<file path="config.mk">
export PLATFORM = sky130hd
export DESIGN_NAME = axi_lsu_master
export DESIGN_NICKNAME = d
export VERILOG_FILES = /design/src/rtl/axi_lsu_master.sv
export SDC_FILE = /design/constraint.sdc
export NUM_CORES = 1
export LEC_CHECK = 0
export ABC_CLOCK_PERIOD_IN_PS = 2830
export CORE_AREA = 4 4 181 183
export CTS_CLUSTER_SIZE = 14
export DETAILED_ROUTE_END_ITERATION = 8
export DIE_AREA = 0 0 185 187
export HOLD_SLACK_MARGIN = 0.05
export PLACE_DENSITY = 0.76
export SYNTH_ARGS = -nofsm -noshare
export SYNTH_HDL_FRONTEND = slang
export SYNTH_SLANG_ARGS = --single-unit
</file>
<file path="constraint.sdc">
create_clock -name CLK -period 2.83 [get_ports CLK]
set_input_delay 0.566 -clock CLK [delete_from_list [all_inputs] [get_ports CLK]]
set_output_delay 0.566 -clock CLK [all_outputs]
set_load 0.02 [all_outputs]
</file>
<file path="src/rtl/axi_lsu_master.sv">
// axi_lsu_master: AXI-lite initiator for the load/store unit, one transaction at a time.
// Places store data/strobes on byte lanes and extends load data from its lane.
module axi_lsu_master #(
    parameter int ADDR_WIDTH = 64,
    parameter int DATA_WIDTH = 64
) (
    input  logic                    CLK,
    input  logic                    RESETN,
    input  logic                    req_valid,
    output logic                    req_ready,
    input  logic                    req_wen,
    input  logic [ADDR_WIDTH-1:0]   req_addr,
    input  logic [1:0]              req_size,
    input  logic                    req_unsigned,
    input  logic [DATA_WIDTH-1:0]   req_wdata,
    output logic                    resp_valid,
    output logic [DATA_WIDTH-1:0]   resp_rdata,
    output logic                    resp_misalign,
    output logic [ADDR_WIDTH-1:0]   AW_ADDR,
    output logic                    AW_VALID,
    input  logic                    AW_READY,
    output logic [DATA_WIDTH-1:0]   W_DATA,
    output logic [DATA_WIDTH/8-1:0] W_STRB,
    output logic                    W_VALID,
    input  logic                    W_READY,
    input  logic                    B_VALID,
    output logic                    B_READY,
    output logic [ADDR_WIDTH-1:0]   AR_ADDR,
    output logic                    AR_VALID,
    input  logic                    AR_READY,
    input  logic [DATA_WIDTH-1:0]   R_DATA,
    input  logic                    R_VALID,
    output logic                    R_READY
);
    localparam int NB = DATA_WIDTH / 8;

    typedef enum logic [2:0] {
        S_IDLE, S_AR, S_R, S_WR, S_B, S_RESP
    } state_t;

    state_t                  state_q, state_d;
    logic [2:0]              off_q;
    logic [1:0]              size_q;
    logic                    uns_q;
    logic                    aw_done_q, aw_done_d;
    logic                    w_done_q, w_done_d;
    logic                    mis_d;
    logic [DATA_WIDTH-1:0]   rdata_d;
    logic                    accept;
    logic [2:0]              req_off;
    logic [2:0]              size_mask;
    logic                    misaligned;
    logic [NB-1:0]           base_strb;
    logic [NB-1:0]           req_strb;
    logic [ADDR_WIDTH-1:0]   req_aligned;
    logic [DATA_WIDTH-1:0]   req_wdata_sh;

    assign req_off      = req_addr[2:0];
    assign accept       = (state_q == S_IDLE) && req_valid;
    assign req_aligned  = {req_addr[ADDR_WIDTH-1:3], 3'b000};
    assign misaligned   = |(req_off & size_mask);
    assign req_strb     = base_strb << req_off;
    assign req_wdata_sh = req_wdata << {req_off, 3'b000};

    always_comb begin
        size_mask = 3'b111;
        base_strb = '1;
        unique case (req_size)
            2'd0: begin size_mask = 3'b000; base_strb = NB'(8'h01); end
            2'd1: begin size_mask = 3'b001; base_strb = NB'(8'h03); end
            2'd2: begin size_mask = 3'b011; base_strb = NB'(8'h0F); end
            default: begin size_mask = 3'b111; base_strb = '1; end
        endcase
    end

    function automatic logic [DATA_WIDTH-1:0] load_ext(
        input logic [DATA_WIDTH-1:0] d,
        input logic [2:0]            off,
        input logic [1:0]            sz,
        input logic                  uns
    );
        logic [DATA_WIDTH-1:0] sh;
        sh = d >> {off, 3'b000};
        unique case (sz)
            2'd0: load_ext = {{(DATA_WIDTH-8){~uns & sh[7]}}, sh[7:0]};
            2'd1: load_ext = {{(DATA_WIDTH-16){~uns & sh[15]}}, sh[15:0]};
            2'd2: load_ext = {{(DATA_WIDTH-32){~uns & sh[31]}}, sh[31:0]};
            default: load_ext = sh;
        endcase
    endfunction

    always_comb begin
        state_d   = state_q;
        aw_done_d = aw_done_q;
        w_done_d  = w_done_q;
        mis_d     = 1'b0;
        rdata_d   = '0;
        unique case (state_q)
            S_IDLE: begin
                if (req_valid) begin
                    aw_done_d = 1'b0;
                    w_done_d  = 1'b0;
                    if (misaligned) begin
                        state_d = S_RESP;
                        mis_d   = 1'b1;
                    end else begin
                        state_d = req_wen ? S_WR : S_AR;
                    end
                end
            end
            S_AR: if (AR_READY) state_d = S_R;
            S_R: begin
                if (R_VALID) begin
                    state_d = S_RESP;
                    rdata_d = load_ext(R_DATA, off_q, size_q, uns_q);
                end
            end
            S_WR: begin
                aw_done_d = aw_done_q | (AW_VALID & AW_READY);
                w_done_d  = w_done_q | (W_VALID & W_READY);
                if (aw_done_d && w_done_d) state_d = S_B;
            end
            S_B: if (B_VALID) state_d = S_RESP;
            S_RESP: state_d = S_IDLE;
            default: state_d = S_IDLE;
        endcase
    end

    always_ff @(posedge CLK) begin
        if (!RESETN) begin
            state_q   <= S_IDLE;
            aw_done_q <= 1'b0;
            w_done_q  <= 1'b0;
        end else begin
            state_q   <= state_d;
            aw_done_q <= aw_done_d;
            w_done_q  <= w_done_d;
        end
    end

    // Outputs are registered from the next state so they are glitch-free Moore values.
    always_ff @(posedge CLK) begin
        if (!RESETN) begin
            req_ready     <= 1'b1;
            resp_valid    <= 1'b0;
            resp_rdata    <= '0;
            resp_misalign <= 1'b0;
            AW_ADDR       <= '0;
            AW_VALID      <= 1'b0;
            W_DATA        <= '0;
            W_STRB        <= '0;
            W_VALID       <= 1'b0;
            B_READY       <= 1'b0;
            AR_ADDR       <= '0;
            AR_VALID      <= 1'b0;
            R_READY       <= 1'b0;
            off_q         <= '0;
            size_q        <= '0;
            uns_q         <= 1'b0;
        end else begin
            req_ready     <= (state_d == S_IDLE);
            resp_valid    <= (state_d == S_RESP);
            resp_rdata    <= rdata_d;
            resp_misalign <= mis_d;
            AR_VALID      <= (state_d == S_AR);
            R_READY       <= (state_d == S_R);
            AW_VALID      <= (state_d == S_WR) && !aw_done_d;
            W_VALID       <= (state_d == S_WR) && !w_done_d;
            B_READY       <= (state_d == S_B);
            if (accept) begin
                off_q  <= req_off;
                size_q <= req_size;
                uns_q  <= req_unsigned;
                if (!misaligned && !req_wen) AR_ADDR <= req_aligned;
                if (!misaligned && req_wen) begin
                    AW_ADDR <= req_aligned;
                    W_DATA  <= req_wdata_sh;
                    W_STRB  <= req_strb;
                end
            end
        end
    end
endmodule

</file>
==> results of run 1 <==
==> cell type report <==
type	instances	area share (%)
flip-flops and latches	277	28.84
multi-input cells	1091	35.94
clock inverters	8	0.6629
repair buffers	513	27.01
well taps	402	2.613
inverters	22	0.4290
clock buffers	45	4.504
==> kinds of logic (layout without fill, tap and decap cells) <==
family                 after synthesis  in the layout  synth area share [%]
AND/OR/NAND/NOR                    537            537                 17.17
other                                1              6               0.02862
buffers and inverters              161            588                 5.291
multiplexers                       136            136                 12.68
AO/OA/AOI/OAI                      412            412                 22.50
flip-flops                         277            277                 42.33
==> state kept, by name, summed over array words and instances, names as in the netlist, 2 cells and up <==
name / count
off_q: 3
state_q: 3
AW_ADDR: 61
AR_ADDR: 61
size_q: 2
W_DATA: 64
resp_rdata: 64
W_STRB: 8
==> routing by layer <==
metal  global-route usage (%)  share of wire (%)  vias up
met5                        0              0.099        -
met4                    12.68                5.4        6
met3                    8.440                 10      146
met2                    45.52                 48      634
met1                    31.25                 37     6084
li1                         -                  -     6071
==> per-stage QoR <==
stage	util, %	setup WS [ns]
floorplan	-	0.5958
global placement	58.46	0.2230
detailed placement	58.46	0.1395
CTS	61.64	0.5277
global route	61.64	0.4946
finish	61.64	0.5872
==> placed cells by master, fill, tap and decap left out, types with 33 or more instances in the layout <==
cell             Yosys  layout
dfxtp_1            277     274
mux2i_1             76      76
clkdlybuf4s50_1      0     466
o211a_1             33      33
nand2_1            413     413
mux2_2              37      37
a21boi_0           126     126
o211ai_1            41      41
o21ai_0             57      57
a21oi_1             59      59
==> where the power goes <==
part | internal (mW) | leakage [nW] | total, mW | switching [mW]
sequential | 4.06 | 2.24 | 4.18 | 0.118
clock | 2.37 | 0.489 | 3.98 | 1.61
combinational | 1.07 | 4.37 | 2.33 | 1.26
==> worst paths after layout <==
kind,endpoint,slack [ns],depth (start not counted)
worst max-delay path,W_VALID,0.59,1
worst min-delay path,req_ready,0.29,2
worst max register to register,AR_ADDR[54],0.72,7
worst min register to register,AR_ADDR[34],0.46,2
==> flow_metrics.py, run 1 <==
metrics = {
    "run_status": {
        "outcome": "complete, no violations",
    },
    "clock_tree": {
        "cts.sinks": 277,
        "cts_root_buffer": "clkbuf_16",
        "clkTransAtPathRegs_ns": 0.06,
        "numCtsBuffers": 30,
        "cts_tree": "built",
        "ctsResizeCount": 0,
        "cts_max_level": 1,
        "cts_setup_buffers": 0,
        "cts-hold-fix-buffers": 0,
        "clock_latency_ns": 0.57,
        "clock_path_buffers": 3,
    },
    "timing": {
        "setup_viol": 0,
        "whs_ns": 0.2926,
        "max_freq_mhz": 445.9,
        "fin_crit_sh_pct": 79.25,
        "finalCriticalPeriod_ns": 2.243,
        "drv_slew": 0,
        "slew-limit-headroom_pct": 31.86,
        "skew_ns": 0.02048,
        "rsz0062_at_grt": "no",
        "worst_pin_slew_ns": 1.022,
        "fin_tns_setup_ns": 0,
        "hold_violations": 0,
    },
    "cells_and_area": {
        "area_growth_pct": 46.94,
        "final_area_mm2": 0.01925,
        "multi_input_area_mm2": 0.006919,
        "final_nets": 2139,
        "instances_no_fill": 2358,
        "diodes": 0,
        "ff_latch_area_mm2": 0.005552,
        "drive_above_1_share_pct": 8.793,
        "nFillCells": 2679,
    },
    "setup_path": {
        "endpoint_kind": "output port",
        "worstReg2RegStart": "state_q[0]",
        "critical_path.top_delay_family": "buffers and inverters",
        "arrival_ns": 1.68,
        "cpPeakStageDelay_ns": 0.75,
        "crit_path_top_delay_cell": "clkdlybuf4s50_1",
        "cp_num_buf_inv": 1,
        "critPathRequiredTime_ns": 2.26,
        "critPathMaxFanout": 3,
        "crit_path_start_kind": "register",
        "crit_chain": "clkdlybuf4s50_1",
        "worstSetupStartpoint": "W_VALID",
        "path_class": "reg -> out",
    },
    "global_routing": {
        "grt.total_usage_pct": 27.07,
        "grt-ovfl-total": 0,
        "grt_pass1_wl_mm": 74.92,
        "grt_antenna_before_repair": 3,
        "grt_pass1_vias": 12980,
        "grt_max_degree": 123,
    },
    "yosys": {
        "yosys-top-cells-count": "nand2_1 (413), dfxtp_1 (277), a21boi_0 (126), clkbuf_1 (88), mux2i_1 (76)",
        "synth.distinct_cells": 56,
        "ys_warn_count": 0,
        "synth_area_leaders": "dfxtp_1 (42%), nand2_1 (12%), a21boi_0 (7.2%)",
        "synth_top_area_cell": "dfxtp_1",
        "synth_top_area_share_pct": 42.33,
        "avgSynthCellArea_um2": 8.597,
        "syn-cell-area_mm2": 0.01310,
        "synth-main-ff-cell": "dfxtp_1",
        "synth_seq_cells": 277,
        "synthArstFlopShare_pct": 0,
        "synth_most_common_cell": "nand2_1",
        "syn_inst": 1524,
        "synth_edf_count": 0,
        "seq_area_frac_synth_pct": 42.33,
    },
    "placed_design": {
        "gp_congestion": 0.9491,
        "port_buffers": 469,
        "hpwl_mm": 36.47,
        "placed_area_mm2": 0.01826,
        "dp.cells": 2305,
    },
    "detailed_routing": {
        "viasPerCell": 5.488,
        "drc": 0,
        "antenna_left": 0,
        "vias": 12940,
        "wirelength_mm": 49.45,
        "first_iter_violations": 912,
        "wl_per_cell_um": 20.97,
        "detail_route.first_pass.iterations": 5,
    },
    "floorplan": {
        "rows": 65,
        "io_pins": 476,
        "core-area_mm2": 0.03123,
        "fp.dieH_um": 187,
        "die_area_mm2": 0.03460,
        "initial_core_util_pct": 41.95,
        "die_w_um": 185,
    },
    "pwr": {
        "power.leakage_nw": 7.101,
        "peakVddDrop_mv": 0.5222,
        "p_total_mw": 10.49,
        "p_per_area_mw_per_mm2": 544.8,
    },
    "flow_run": {
        "max_cap_viol_count": 0,
    },
    "min_path": {
        "hp-class": "in -> reg",
        "hp-start": "RESETN",
    },
}
(Power assumes the default switching activity.)
==> run 2, diff against run 1 <==
--- a/config.mk
+++ b/config.mk
@@ -5,7 +5,7 @@
 export SDC_FILE = /design/constraint.sdc
 export NUM_CORES = 1
 export LEC_CHECK = 0
-export ABC_CLOCK_PERIOD_IN_PS = 2830
+export ABC_CLOCK_PERIOD_IN_PS = 2340
 export CORE_AREA = 4 4 181 183
 export CTS_CLUSTER_SIZE = 14
 export DETAILED_ROUTE_END_ITERATION = 8
==> constraint.sdc (replaced) <==
create_clock -name CLK -period 2.34 [get_ports CLK]
set_input_delay 0.468 -clock CLK [delete_from_list [all_inputs] [get_ports CLK]]
set_output_delay 0.468 -clock CLK [all_outputs]
set_load 0.02 [all_outputs]
==> run 2 against run 1 <==
  * Sequential power is 21% higher
  * Non-clock buffer count is 43 higher
  * Register-to-register slack worse by 0.49 ns
  * Via count is 1.8% higher
  * Global-route usage rose by 0.18 points
  * Routed wire length increased by 0.99%
  * Critical path type unchanged
  * Critical endpoint unchanged
  * Highest routed layer unchanged
==> flow_metrics.py, run 2 (synthesis gave the netlist of run 1 again) <==
metrics = {
    "setup_path": {
        "worstReg2RegStart": "state_q[0]",
        "reg2reg_depth": 8,
        "crit_chain": "clkdlybuf4s50_1",
        "cp_num_cells": 1,
        "path_class": "reg -> out",
        "critPathMaxFanout": 3,
        "arrival_ns": 1.66,
        "endpoint_kind": "output port",
        "critPathRequiredTime_ns": 1.87,
        "cp_num_buf_inv": 1,
        "critical_path.top_delay_family": "buffers and inverters",
        "crit_path_top_delay_cell": "clkdlybuf4s50_1",
        "cpPeakStageDelay_ns": 0.75,
        "r2r-end": "W_DATA[14]",
        "reg2reg_slack_ns": 0.23,
        "crit_path_start_kind": "register",
    },
    "cells_and_area": {
        "drive_above_1_share_pct": 10.64,
        "reg_top3": "W_DATA: 64 flops, resp_rdata: 64 flops",
        "final_area_mm2": 0.01961,
        "nFillCells": 2641,
        "area_growth_pct": 49.64,
        "final_cell_mix": "clkdlybuf4s50_1 (466), nand2_1 (413), dfxtp_1 (274), a21boi_0 (126), mux2i_1 (76)",
        "layout_commonest_cell": "clkdlybuf4s50_1",
        "final_nets": 2182,
    },
    "global_routing": {
        "grt_antenna_before_repair": 7,
        "use_met2_pct": 47.75,
        "use_met1_pct": 31.66,
        "met3_usage_pct": 7.896,
        "busiest_layer": "met2",
        "grt-ovfl-total": 0,
        "grt_max_degree": 123,
        "grt_pass1_vias": 13060,
        "grt.total_usage_pct": 27.24,
        "grt_pass1_wl_mm": 75.23,
    },
    "flow_run": {
        "max_cap_viol_count": 0,
    },
    "clock_tree": {
        "numCtsBuffers": 30,
        "cts_root_buffer": "clkbuf_16",
        "clock_path_buffers": 3,
        "cts-hold-fix-buffers": 0,
        "clkTransAtPathRegs_ns": 0.06,
        "ctsResizeCount": 0,
        "cts.sinks": 277,
        "cts_setup_buffers": 0,
        "cts_max_level": 1,
        "clock_latency_ns": 0.57,
        "cts_tree": "built",
    },
    "placed_design": {
        "hpwl_mm": 37.12,
        "placed_area_mm2": 0.01863,
        "gp_congestion": 0.9332,
        "port_buffers": 469,
    },
    "timing": {
        "setup_viol": 0,
        "drv_slew": 0,
        "worst_pin_slew_ns": 0.5423,
        "max_freq_mhz": 470.2,
        "fin_crit_sh_pct": 90.89,
        "hold_violations": 0,
        "skew_ns": 0.01824,
        "whs_ns": 0.2173,
        "rsz0062_at_grt": "no",
        "finalCriticalPeriod_ns": 2.127,
        "slew-limit-headroom_pct": 63.47,
    },
    "detailed_routing": {
        "drc": 0,
        "wl_per_cell_um": 20.76,
        "vias": 13170,
        "wirelength_mm": 49.94,
        "viasPerCell": 5.475,
        "antenna_left": 0,
        "first_iter_violations": 1050,
        "detail_route.first_pass.iterations": 5,
    },
    "run_status": {
        "outcome": "complete, no violations",
    },
    "min_path": {
        "hp-start": "req_addr[0]",
        "hp-class": "in -> reg",
        "holdPathEnd": "off_q[0]",
        "min_delay_path_depth": 3,
    },
    "floorplan": {
        "rows": 65,
        "die_w_um": 185,
        "die_area_mm2": 0.03460,
        "initial_core_util_pct": 41.95,
        "core-area_mm2": 0.03123,
        "io_pins": 476,
        "fp.dieH_um": 187,
    },
    "pwr": {
        "p_per_area_mw_per_mm2": 646.6,
        "peakVddDrop_mv": 0.5923,
        "power.leakage_nw": 7.311,
        "p_total_mw": 12.68,
    },
}
==> run 2: cell type report <==
cell class	count	area (um2)	share of cell area, %
repair buffers	556	5573	28.43
inverters	22	82.58	0.4212
clock inverters	7	100.1	0.5106
clock buffers	48	868.3	4.429
diodes	3	7.507	0.03829
multi-input cells	1091	6919	35.29
well taps	402	503.0	2.566
flip-flops and latches	277	5552	28.32
==> run 2: worst max-delay path by stage <==
stage	startpoint	endpoint	slack, ns
after CTS	W_VALID	W_VALID	0.15
final	W_VALID	W_VALID	0.21
after global routing	state_q[0]	AW_ADDR[54]	0.1
after floorplan	req_addr[1]	W_DATA[40]	0.20
after detailed placement	req_valid	W_DATA[6]	-0.22
after global placement	R_DATA[63]	resp_rdata[40]	-0.18
==> run 2: metal layers <==
metal / up-vias / share of wire (%)
met1: 6285 / 37
met5: - / 0.13
met3: 102 / 10
met4: 8 / 3.4
met2: 602 / 50
li1: 6177 / -
==> run 2: through the flow <==
step	TNS, ns	setup WS, ns	instances	util (%)
6_report	0	0.2131	2406	62.78
5_1_grt	0	0.09543	2406	62.78
4_1_cts	0	0.1453	2403	62.75
3_5_place_dp	-25.08	-0.2155	2348	59.65
2_1_floorplan	0	0.2038	1529	-
3_3_place_gp	-11.27	-0.1773	2348	59.65
==> run 2: report_power, final <==
| part | switching, mW | leakage [nW] | internal, mW |
|---|---|---|---|
| Combinational | 1.56 | 4.60 | 1.37 |
| Clock | 1.95 | 0.472 | 2.75 |
| Sequential | 0.132 | 2.24 | 4.91 |
